`src/rtl/sev_pkg.sv`:
```
// Shared constants for the seven-segment scan path:
// blank pattern, hex segment table and anode patterns.
package sev_pkg;

    localparam logic [6:0] SEG_BLANK = 7'b111_1111;

    localparam logic [7:0] AN_OFF  = 8'hFF;
    localparam logic [7:0] AN_DIG0 = 8'b1111_1110;
    localparam logic [7:0] AN_DIG1 = 8'b1111_1101;
    localparam logic [7:0] AN_DIG2 = 8'b1111_1011;
    localparam logic [7:0] AN_DIG3 = 8'b1111_0111;
    localparam logic [7:0] AN_DIG4 = 8'b1110_1111;
    localparam logic [7:0] AN_DIG5 = 8'b1101_1111;
    localparam logic [7:0] AN_DIG6 = 8'b1011_1111;
    localparam logic [7:0] AN_DIG7 = 8'b0111_1111;

    // Active-low segments, bit 6 = a ... bit 0 = g.
    localparam logic [6:0] SEG_TABLE [16] = '{
        7'b000_0001, 7'b100_1111, 7'b001_0010, 7'b000_0110,
        7'b100_1100, 7'b010_0100, 7'b010_0000, 7'b000_1111,
        7'b000_0000, 7'b000_0100, 7'b000_1000, 7'b110_0000,
        7'b011_0001, 7'b100_0010, 7'b011_0000, 7'b011_1000
    };

    function automatic logic [7:0] an_of(input logic [2:0] d);
        logic [7:0] r;
        r = AN_OFF;
        unique case (d)
            3'd0: r = AN_DIG0;
            3'd1: r = AN_DIG1;
            3'd2: r = AN_DIG2;
            3'd3: r = AN_DIG3;
            3'd4: r = AN_DIG4;
            3'd5: r = AN_DIG5;
            3'd6: r = AN_DIG6;
            3'd7: r = AN_DIG7;
        endcase
        return r;
    endfunction

endpackage

```
`src/rtl/sev_seg_decode.sv`:
```
// Hex nibble to active-low seven-segment pattern.
// Purely combinational lookup into the shared table.
module sev_seg_decode
    import sev_pkg::*;
(
    input  logic [3:0] nib,
    output logic [6:0] seg
);

    assign seg = SEG_TABLE[nib];

endmodule

```
`src/rtl/sev_seg_scheduler.sv`:
```
// Eight-digit multiplexed display scan with frame-latched
// source snapshot, PWM brightness and leading-zero blanking.
module sev_seg_scheduler
    import sev_pkg::*;
#(
    parameter int SUBTICKS = 8
) (
    input  logic                        clk_7seg,
    input  logic                        Rst,
    input  logic                        dbg_req,
    input  logic [31:0]                 dbg_data,
    input  logic [31:0]                 mmio_data,
    input  logic [7:0]                  dig_mask,
    input  logic                        lzs_en,
    input  logic [$clog2(SUBTICKS)-1:0] bright,
    output logic [7:0]                  an,
    output logic [6:0]                  sev_out,
    output logic                        src_dbg,
    output logic                        frame_start
);

    localparam int TW = $clog2(SUBTICKS);
    localparam logic [TW-1:0] TMAX = TW'(SUBTICKS - 1);

    logic [TW-1:0] tick;
    logic [2:0]    dig;
    logic [31:0]   snap;
    logic [7:0]    supp;
    logic [3:0]    nib;
    logic [6:0]    seg;
    logic          lit;
    logic          wrap;
    logic          boundary;

    assign wrap     = (tick == TMAX);
    assign boundary = wrap && (dig == 3'd7);
    assign nib      = snap[{dig, 2'b00} +: 4];

    // Digit i is a leading zero when everything from it upward is zero.
    always_comb begin
        supp = '0;
        for (int i = 1; i < 8; i++) begin
            supp[i] = lzs_en && ((snap >> (4 * i)) == 32'd0);
        end
    end

    assign lit = (tick <= bright) && dig_mask[dig] && !supp[dig];

    sev_seg_decode u_dec (
        .nib (nib),
        .seg (seg)
    );

    always_ff @(posedge clk_7seg) begin
        if (Rst) begin
            tick        <= '0;
            dig         <= '0;
            snap        <= '0;
            src_dbg     <= 1'b0;
            an          <= AN_OFF;
            sev_out     <= SEG_BLANK;
            frame_start <= 1'b0;
        end else begin
            tick <= tick + 1'b1;
            if (wrap) begin
                dig <= dig + 3'd1;
            end
            if (boundary) begin
                snap    <= dbg_req ? dbg_data : mmio_data;
                src_dbg <= dbg_req;
            end
            an          <= lit ? an_of(dig) : AN_OFF;
            sev_out     <= lit ? seg : SEG_BLANK;
            frame_start <= (dig == 3'd0) && (tick == '0);
        end
    end

endmodule

```
`config.mk`:
```
export PLATFORM = sky130hd
export DESIGN_NAME = sev_seg_scheduler
export DESIGN_NICKNAME = d
export VERILOG_FILES = /design/src/rtl/sev_pkg.sv /design/src/rtl/sev_seg_decode.sv /design/src/rtl/sev_seg_scheduler.sv
export SDC_FILE = /design/constraint.sdc
export NUM_CORES = 1
export LEC_CHECK = 0
export ABC_AREA = 1
export ABC_CLOCK_PERIOD_IN_PS = 7000
export CORE_ASPECT_RATIO = 0.6
export CORE_UTILIZATION = 51
export CTS_CLUSTER_SIZE = 40
export DETAILED_ROUTE_END_ITERATION = 6
export PLACE_DENSITY_LB_ADDON = 0.15
export SLEW_MARGIN = 15
export SYNTH_ARGS = -nofsm -noshare
export SYNTH_HDL_FRONTEND = slang
export SYNTH_HIERARCHICAL = 1
export SYNTH_SLANG_ARGS = --single-unit
```
`constraint.sdc`:
```
create_clock -name clk_7seg -period 7 [get_ports clk_7seg]
set_input_delay 1.4 -clock clk_7seg [delete_from_list [all_inputs] [get_ports clk_7seg]]
set_output_delay 1.4 -clock clk_7seg [all_outputs]
set_load 0.005 [all_outputs]
```
Yosys cells after proc, flatten, opt, wreduce, memory -nomap -nowiden

Memory sizes are Yosys's and may differ from the RTL's. A register that Yosys moved wholly into a read port is not among the register bits.
Cells that the tools add are included.

Add/subtract/negate cells: 2
$mul: 0
Divide/modulo/power cells: 0
Order comparisons: 2
Eq/ne operators: 2
Shift-type cells: 1
Multiplexer cells: 5
Bitwise logic cells: 2
Reduce and logical (&&, ||, !) cells: 22

Operator list:

| cell                                                        | number |
|---|---|
| zero test 32 bit                                            | 7 |
| two-way mux 32 bit                                          | 1 |
| variable part select 32 x 6 -> 4 bit                        | 1 |
| logical AND 1 bit                                           | 11 |
| adder 3 x 1 -> 3 bit (second input constant)                | 2 |
| binary-select mux 1 bit (select 3 bit)                      | 2 |
| == test 3 bit (second input constant)                       | 2 |
| zero test 3 bit                                             | 2 |
| inverter 4 -> 5 bit                                         | 1 |
| less-than comparator 3 x 4 -> 1 bit (second input constant) | 1 |
| less-or-equal comparator 3 bit                              | 1 |
| two-way mux 1 bit                                           | 2 |
| OR reduction 2 bit                                          | 1 |
| zero test 1 bit                                             | 1 |
| inverter 1 bit                                              | 1 |

Bits in registers: 40
Bits in latches: 0
Bits in writable memories: 0
Memory bits (read-only): 176
Bits of input ports: 79
Output and inout port bits: 17
Memories kept: 2

Memories:

| name            | depth | width | rd ports | clocked after Yosys merged registers in | wr ports | line                 | source |
|---|---|---|---|---|---|---|---|
| (no name shown) | 16    | 7     | 1        | 1                                       | 0        | sev_seg_decode.sv:10 | `assign seg = SEG_TABLE[nib];` |
| (no name shown) | 8     | 8     | 1        | 1                                       | 0        | sev_pkg.sv:28        | `unique case (d)` |

Logic depth before layout (Yosys ltp)

Gate-level depths: netlist of run 1.

Depth after elaboration: 8
Gate-level depth with buffers: 14

Cells and area by module

Netlist of run 1, hierarchy kept.

By module, submodules not included:

| module            | instances | cells an instance | area an instance (um^2) | seq. area each (um^2) |
|---|---|---|---|---|
| sev_seg_scheduler | 1         | 414               | 2965.3                  | 1101.1 |
| sev_seg_decode    | 1         | 49                | 274.0                   | 0.0 |

Worst setup path before layout of run 1

OpenSTA, ideal clock, no wires.

Path kind: input -> register
From: input port bright[2]
To: register an[4]
Setup time: 136 ps
Arrival: 2403 ps
Required time: 6864 ps
Path slack: 4461 ps
Stages on the path: 9
Buffers on the path: 1
Cell sequence: inv_1 -> ha_1 -> a21oi_1 -> o21ai_0 -> nand2_1 -> nand2_4 -> nor2_8 -> buf_8 -> nand4_2

Longest elaborated chain between the ends: 5

RTL lines:

| item                            | line                    | source |
|---|---|---|
| start, declared                 | sev_seg_scheduler.sv:15 | `input logic [$clog2(SUBTICKS)-1:0] bright,` |
| less-or-equal comparator 3 bit  | sev_seg_scheduler.sv:47 | `assign lit = (tick <= bright) && dig_mask[dig] && !supp[dig];` |
| logical AND 1 bit (2 in series) | sev_seg_scheduler.sv:47 |  |
| inverter 1 bit (no line)        | -                       |  |
| OR reduction 2 bit (no line)    | -                       |  |
| end, declared                   | sev_seg_scheduler.sv:16 | `output logic [7:0] an,` |

No other way between the ends.
A chain may end at the register's enable or synchronous reset.

Worst setup path in the final report of run 1

From: register dig[0]
To: register sev_out[4]

Elaborated cells between the ends (all ways): 11
Classes of those cells: shift (1); mux (4); bitwise (2); reduce/logical (4)

RTL lines:

| item                                      | line                    | source |
|---|---|---|
| start, declared                           | sev_seg_scheduler.sv:26 | `logic [2:0] dig;` |
| start signal, assigned                    | sev_seg_scheduler.sv:66 | `dig <= dig + 3'd1;` |
| variable part select 32 x 6 -> 4 bit      | sev_seg_scheduler.sv:37 | `assign nib = snap[{dig, 2'b00} +: 4];` |
| named net nib[2]                          | sev_seg_scheduler.sv:29 | `logic [3:0] nib;` |
| inverter 4 -> 5 bit (implied by the code) | sev_seg_decode.sv:10    |  |
| end, declared                             | sev_seg_scheduler.sv:17 | `output logic [6:0] sev_out,` |

The timed path passes the listed nets, and every way through them passes these cells. The select of a mux whose other input is x is not followed.

==> results of run 1 <==
[cells in the mapped netlist]
cell type and n:
nor2_2 1, inv_2 3, clkbuf_1 11, o21ai_1 3
o211ai_1 32, nand4_2 3, nand2_2 6, buf_6 5
nor3_1 1, nand3_2 1, nor2_8 1, o21ai_0 21
nand2_1 113, nor2_1 33, a31oi_1 4, buf_2 8
nand4_1 7, nor3b_1 1, nand3b_1 5, inv_1 57
ha_1 19, a21oi_1 14, nand3_1 49, o21ai_2 1
buf_4 2, nand2_4 1, dfxtp_1 55, buf_8 1
nand3b_2 2, buf_1 3
[layout make-up]
cell class	instances	area, um^2
sequential	55	1100
multi-input combinational	318	1730
fill	527	1860
inverter	60	225
tap	84	105
clock buffer	6	82.6
timing repair buffer	97	966
clock inverter	2	35.0
[state kept, by name, summed over array words and instances, names as in the netlist]
name and cells:
frame_start 1, src_dbg 1, an 8, dig 3, tick 3, snap 32
sev_out 7
[stage by stage]
stage | setup WS, ns | instances
3_3_place_gp | 3.78 | 614
2_1_floorplan | 4.46 | 463
5_1_grt | 3.48 | 622
4_1_cts | 3.81 | 622
6_report | 3.78 | 622
3_5_place_dp | 3.72 | 614
[power groups by stage]
stage	Sequential (mW)	Combinational (mW)	Clock (mW)
after global routing	0.323	0.111	0.235
after global placement	0.329	0.0981	0
after detailed placement	0.329	0.100	0
after floorplan	0.329	0.0422	0
after CTS	0.322	0.101	0.223
final	0.322	0.100	0.217
[kinds of logic (layout without fill, tap and decap cells)]
kind of cell | Yosys count | after routing
DFF | 55 | 55
adders and majority gates | 19 | 19
buffers and inverters | 90 | 165
AOI/OAI and AO/OA | 75 | 75
and+or+nand+nor | 224 | 224
[per-layer routing]
metal / GRT usage [%] / vias up / wire length [um]
met5: 0 / - / 0
met4: 4.93 / 0 / 55
met3: 4.08 / 7 / 437
met2: 39.6 / 103 / 3240
met1: 34.5 / 1432 / 4020
li1: - / 1658 / -
[how the worst max path moves through the flow]
stage,end,cells past startpoint
6_report,sev_out[4]$_SDFF_PP1_,8
5_1_grt,sev_out[3]$_SDFF_PP1_,10
4_1_cts,sev_out[4]$_SDFF_PP1_,8
3_5_place_dp,snap[20]$_SDFFE_PP0P_,7
3_3_place_gp,snap[19]$_SDFFE_PP0P_,7
2_1_floorplan,an[4]$_SDFF_PP1_,9
==> impl_metrics.csv, run 1 <==
group,metric,value,unit
place,place_area,4130,um^2
timing,finalSetupTns,0,ns
timing,fin_crit_sh,46.0,%
timing,rsz0062_at_grt,"no",
finish,final_common_cell,"nand2_1",
worst_setup_path,path_cells,"inv_2, a21oi_1, o21ai_1, a31oi_1, inv_1, nand2_1, o21ai_0, nand3b_2",
worst_setup_path,start_kind,"register",
worst_setup_path,endpoint_kind,"register",
global_route,gr-usage-all-layers,24.5,%
worst_setup_path,path_delay_family,"compound AO/OA/AOI/OAI gates",
worst_setup_path,cp.arrival,3.41,ns
global_route,grt_pass1_vias,3062,
power,seq_power_share,50.4,%
drt,drc,0,
finish,final_cell_mix,"113 x nand2_1, 95 x clkdlybuf4s50_1, 56 x inv_1",
synthesis,synth_cell_types,30,
worst_setup_path,worstPathRequired,7.19,ns
drt,vias,3200,
drt,postRouteAntennaNets,0,
global_route,overflow,0,
finish,nets,635,
drt,via_per_inst,5.14,
power,p_clk_share,33.9,%
power,p_sw,143,uW
floorplanning,fp-row-count,22,
worst_setup_path,cp.buffers_inverters,2,
place,io_buffers,95,
timing,clock_skew,0.00716,ns
timing,relSlewSlack,35.1,%
cts,cts_buffer_depth,2,
cts,post_cts_resized,0,
cts,clock-root-buffer,"clkbuf_8",
power,p_per_area,150,nW/um^2
worst_setup_path,rrSetupSlack,3.78,ns
timing,hold_slack,0.461,ns
floorplanning,io_pins,96,
finish,final_cell_area,4250,um^2
timing,final_hold_viol_count,0,
cts,cts_setup_buffers,0,
synthesis,ys_seq_area_share,34.0,%
synthesis,synth_top_family_by_area,"simple AND/OR/NAND/NOR gates",
min_path,hp-class,"register to register",
drt,drt_first_pass_iters,5,
worst_setup_path,crit_path_start,"dig[0]$_SDFFE_PP0P_",
finish,drive_gt1_share,5.58,%
place,dpl.hpwl,5660,um
worst_setup_path,slowest_delay,0.93,ns
synthesis,synth.largest_area_cell,"dfxtp_1",
power,internal_power,496,uW
worst_setup_path,ff2ff_path_depth,8,
synthesis,synth_area_leaders,"dfxtp_1 34%, nand2_1 13%, nand3_1 7.6%",
timing,fmax,311,MHz
drt,drtIter0Drc,166,
cts,cts-htree-levels,2,
power,fin_total_pwr,639,uW
cts,clock-sinks,55,
power,ir_drop,0.0927,mV
synthesis,synth_cells,463,
min_path,min_to,"tick[0]$_SDFF_PP0_",
finish,antennaDiodeCount,0,
global_route,grt_max_degree,67,
power,pwr-share-comb,15.7,%
floorplanning,die_height,63.7,um
outcome,status,"completed",
power,power.leakage,1.97,nW
synthesis,yosys_register_bits,55,
synthesis,syn_nets,561,
synthesis,yosys_warnings,6,
global_route,grt_pass1_wl,13400,um
worst_setup_path,cpMaxStageDelayCell,"dfxtp_1",
floorplanning,core_area,6110,um^2
cts,clk_pin_slew_worst_paths,0.10,ns
timing,final-max-slew-violation-count,0,
finish,areaGrowthSynthToFinish,31.2,%
worst_setup_path,r2r-end,"sev_out[4]$_SDFF_PP1_",
flow_run,cap_violations,0,
synthesis,synth_area,3240,um^2
place,finalWeightedCongestion,0.866,
worst_setup_path,reg2reg_from,"dig[0]$_SDFFE_PP0P_",
floorplanning,fp.dieArea,6690,um^2
min_path,hold_path_startpoint,"tick[0]$_SDFF_PP0_",
synthesis,synth.area.mux_share,0,%
cts,holdBufCountCts,0,
cts,cts_buffers,5,
drt,wirelength,7750,um
synthesis,avgSynthCellArea,7.00,um^2
drt,wire_per_inst,12.5,um
synthesis,synth_top_area_share,34.0,%
worst_setup_path,crit_fanout,26,
cts,insertion_delay,0.30,ns
worst_setup_path,path_class,"register to register",
floorplanning,floorplan.initialDensity,53.0,%
synthesis,synthSimpleGateAreaFrac,31.9,%
floorplanning,fp.dieW,105,um
timing,worst_pin_slew,0.968,ns
cts,cts_tree,"built",
power,switching_share,22.4,%
synthesis,synth_xor_area_share,0,%
timing,setup_violations,0,
synthesis,yosys.area_share.adder,7.34,%
global_route,antenna_found_initial,0,
synthesis,synth_compound_area_share,14.3,%
timing,fin_crit,3.22,ns
finish,final_core_util,69.5,%
min_path,min_path_cells,1,
(Power assumes the default switching activity.)
==> run 2: changes to the inputs <==
ABC_CLOCK_PERIOD_IN_PS = 3140   (was 7000)
CORE_UTILIZATION = 48   (was 51)
clock period = 3.14 ns   (was 7 ns; I/O delays follow)
==> run 2 against run 1 <==
Against the previous run:
- design area increased by 0.59%
- cell count grew 0.64%
- worst setup slack lost 3.3 ns
- total power up 110%
- via count decreased by 1.3%
- largest cell class unchanged
- clock skew is 0.0016 ns higher
- global-route usage is 0.72 points lower
- combinational power increased by 120%
- die area is 6.1% higher
- clock power is 98% higher
==> impl_metrics.csv, run 2 (same netlist as run 1, synthesis figures left out) <==
group,metric,value,unit
outcome,status,"completed",
drt,drt_first_pass_iters,4,
cts,holdBufCountCts,0,
worst_setup_path,reg2reg_from,"dig[0]$_SDFFE_PP0P_",
cts,cts_buffers,5,
timing,final_hold_viol_count,0,
finish,top_register,"snap",
floorplanning,die_height,65.6,um
timing,fin_crit,2.67,ns
worst_setup_path,cp.arrival,2.87,ns
finish,multi_input_area,1730,um^2
global_route,grt_pass1_wl,13200,um
cts,cts-htree-levels,2,
min_path,min_to,"tick[0]$_SDFF_PP0_",
power,power.leakage,1.99,nW
cts,clk_pin_slew_worst_paths,0.10,ns
min_path,hold_path_startpoint,"tick[0]$_SDFF_PP0_",
drt,via_per_inst,5.04,
worst_setup_path,worstPathRequired,3.34,ns
timing,setup_violations,0,
worst_setup_path,endpoint_kind,"register",
cts,cts_buffer_depth,2,
worst_setup_path,path_class,"register to register",
drt,wire_per_inst,12.4,um
timing,final-max-slew-violation-count,0,
finish,antennaDiodeCount,0,
finish,nets,639,
drt,drtIter0Drc,231,
floorplanning,fp.dieW,108,um
timing,relSlewSlack,39.5,%
timing,fin_crit_sh,85.0,%
floorplanning,fp.dieArea,7090,um^2
place,dpl.hpwl,5820,um
cts,clock-sinks,55,
floorplanning,fp-row-count,22,
timing,finalSetupTns,0,ns
finish,final_core_util,67.8,%
min_path,hp-class,"register to register",
global_route,grt_max_degree,67,
finish,final_cell_mix,"113 x nand2_1, 95 x clkdlybuf4s50_1, 56 x inv_1",
timing,rsz0062_at_grt,"no",
cts,post_cts_resized,0,
finish,largest_reg_flops,32,
global_route,grt_pass1_vias,2884,
drt,vias,3158,
drt,postRouteAntennaNets,0,
drt,wirelength,7760,um
finish,drive_gt1_share,6.09,%
place,finalWeightedCongestion,0.896,
worst_setup_path,rrSetupSlack,0.47,ns
min_path,min_path_cells,1,
floorplanning,floorplan.initialDensity,51.4,%
worst_setup_path,ff2ff_path_depth,12,
finish,reg_top3,"snap x32, an x8, sev_out x7",
power,ir_drop,0.212,mV
global_route,gr-usage-all-layers,23.7,%
cts,clock-root-buffer,"clkbuf_8",
drt,drc,0,
cts,cts_tree,"built",
place,io_buffers,95,
cts,cts_setup_buffers,0,
global_route,overflow,0,
flow_run,cap_violations,0,
floorplanning,core_area,6300,um^2
finish,register_area,1100,um^2
timing,clock_skew,0.00878,ns
floorplanning,io_pins,96,
worst_setup_path,crit_fanout,14,
power,p_per_area,320,nW/um^2
timing,fmax,375,MHz
finish,nFillCells,561,
global_route,antenna_found_initial,0,
cts,insertion_delay,0.32,ns
power,fin_total_pwr,1.37,mW
finish,final_common_cell,"nand2_1",
worst_setup_path,start_kind,"register",
worst_setup_path,r2r-end,"sev_out[5]$_SDFF_PP1_",
timing,hold_slack,0.456,ns
finish,areaGrowthSynthToFinish,31.9,%
timing,worst_pin_slew,0.907,ns
==> run 2: changes by cell type in the layout (fill, tap and decap cells not counted) <==
cell / previous run / this run
clkinv_2: 1 / 0
clkbuf_8: 6 / 7
bufinv_16: 1 / 0
buf_12: 0 / 1
clkbuf_1: 0 / 1
buf_4: 2 / 5
==> run 2: worst max-delay path, cell delays in order (launching register included) <==
cell and delay (ns):
dfxtp_1 0.62, buf_4 0.27, nor2_1 0.07, nor2_1 0.07
o21ai_0 0.08, nand2_1 0.09, nor2_1 0.04, a31oi_1 0.41
inv_1 0.22, ha_1 0.36, nand3_1 0.08, nand2_1 0.05
nand3b_2 0.19
==> run 2: per-stage QoR <==
stage	instance area, um^2	instances	setup slack (ns)
finish	4270	626	0.472
global route	4270	626	0.151
CTS	4270	626	0.497
detailed placement	4170	618	0.519
global placement	4170	618	0.631
floorplan	3240	463	0.946
==> run 2: worst max-delay path by stage <==
stage / from / endpoint
floorplan: dig[0]$_SDFFE_PP0P_ / sev_out[5]$_SDFF_PP1_
global placement: dig[0]$_SDFFE_PP0P_ / sev_out[3]$_SDFF_PP1_
global route: dig[0]$_SDFFE_PP0P_ / sev_out[5]$_SDFF_PP1_
CTS: dig[0]$_SDFFE_PP0P_ / sev_out[5]$_SDFF_PP1_
finish: dig[0]$_SDFFE_PP0P_ / sev_out[5]$_SDFF_PP1_
detailed placement: dig[0]$_SDFFE_PP0P_ / sev_out[5]$_SDFF_PP1_
==> run 2: routing by layer <==
| layer | part of all wire (%) | vias to the layer above | GRT usage, % |
|---|---|---|---|
| li1 | - | 1669 | - |
| met2 | 41 | 95 | 36.5 |
| met3 | 6.7 | 7 | 5.16 |
| met4 | 0.84 | 0 | 5.99 |
| met5 | 0 | - | 0 |
| met1 | 52 | 1387 | 33.5 |
==> run 2: where the power goes <==
group | switching (mW) | leakage (nW) | internal, mW | total (mW)
sequential | 0.00647 | 0.446 | 0.711 | 0.718
combinational | 0.0860 | 1.49 | 0.137 | 0.223
clock | 0.227 | 0.0515 | 0.202 | 0.429
==> run 2: area by class of cell <==
type	instances	share of cell area, %
multi-input combinational	318	40.6
sequential	55	25.8
timing repair buffer	101	23.6
inverter	60	5.27
tap	84	2.46
clock buffer	8	2.34
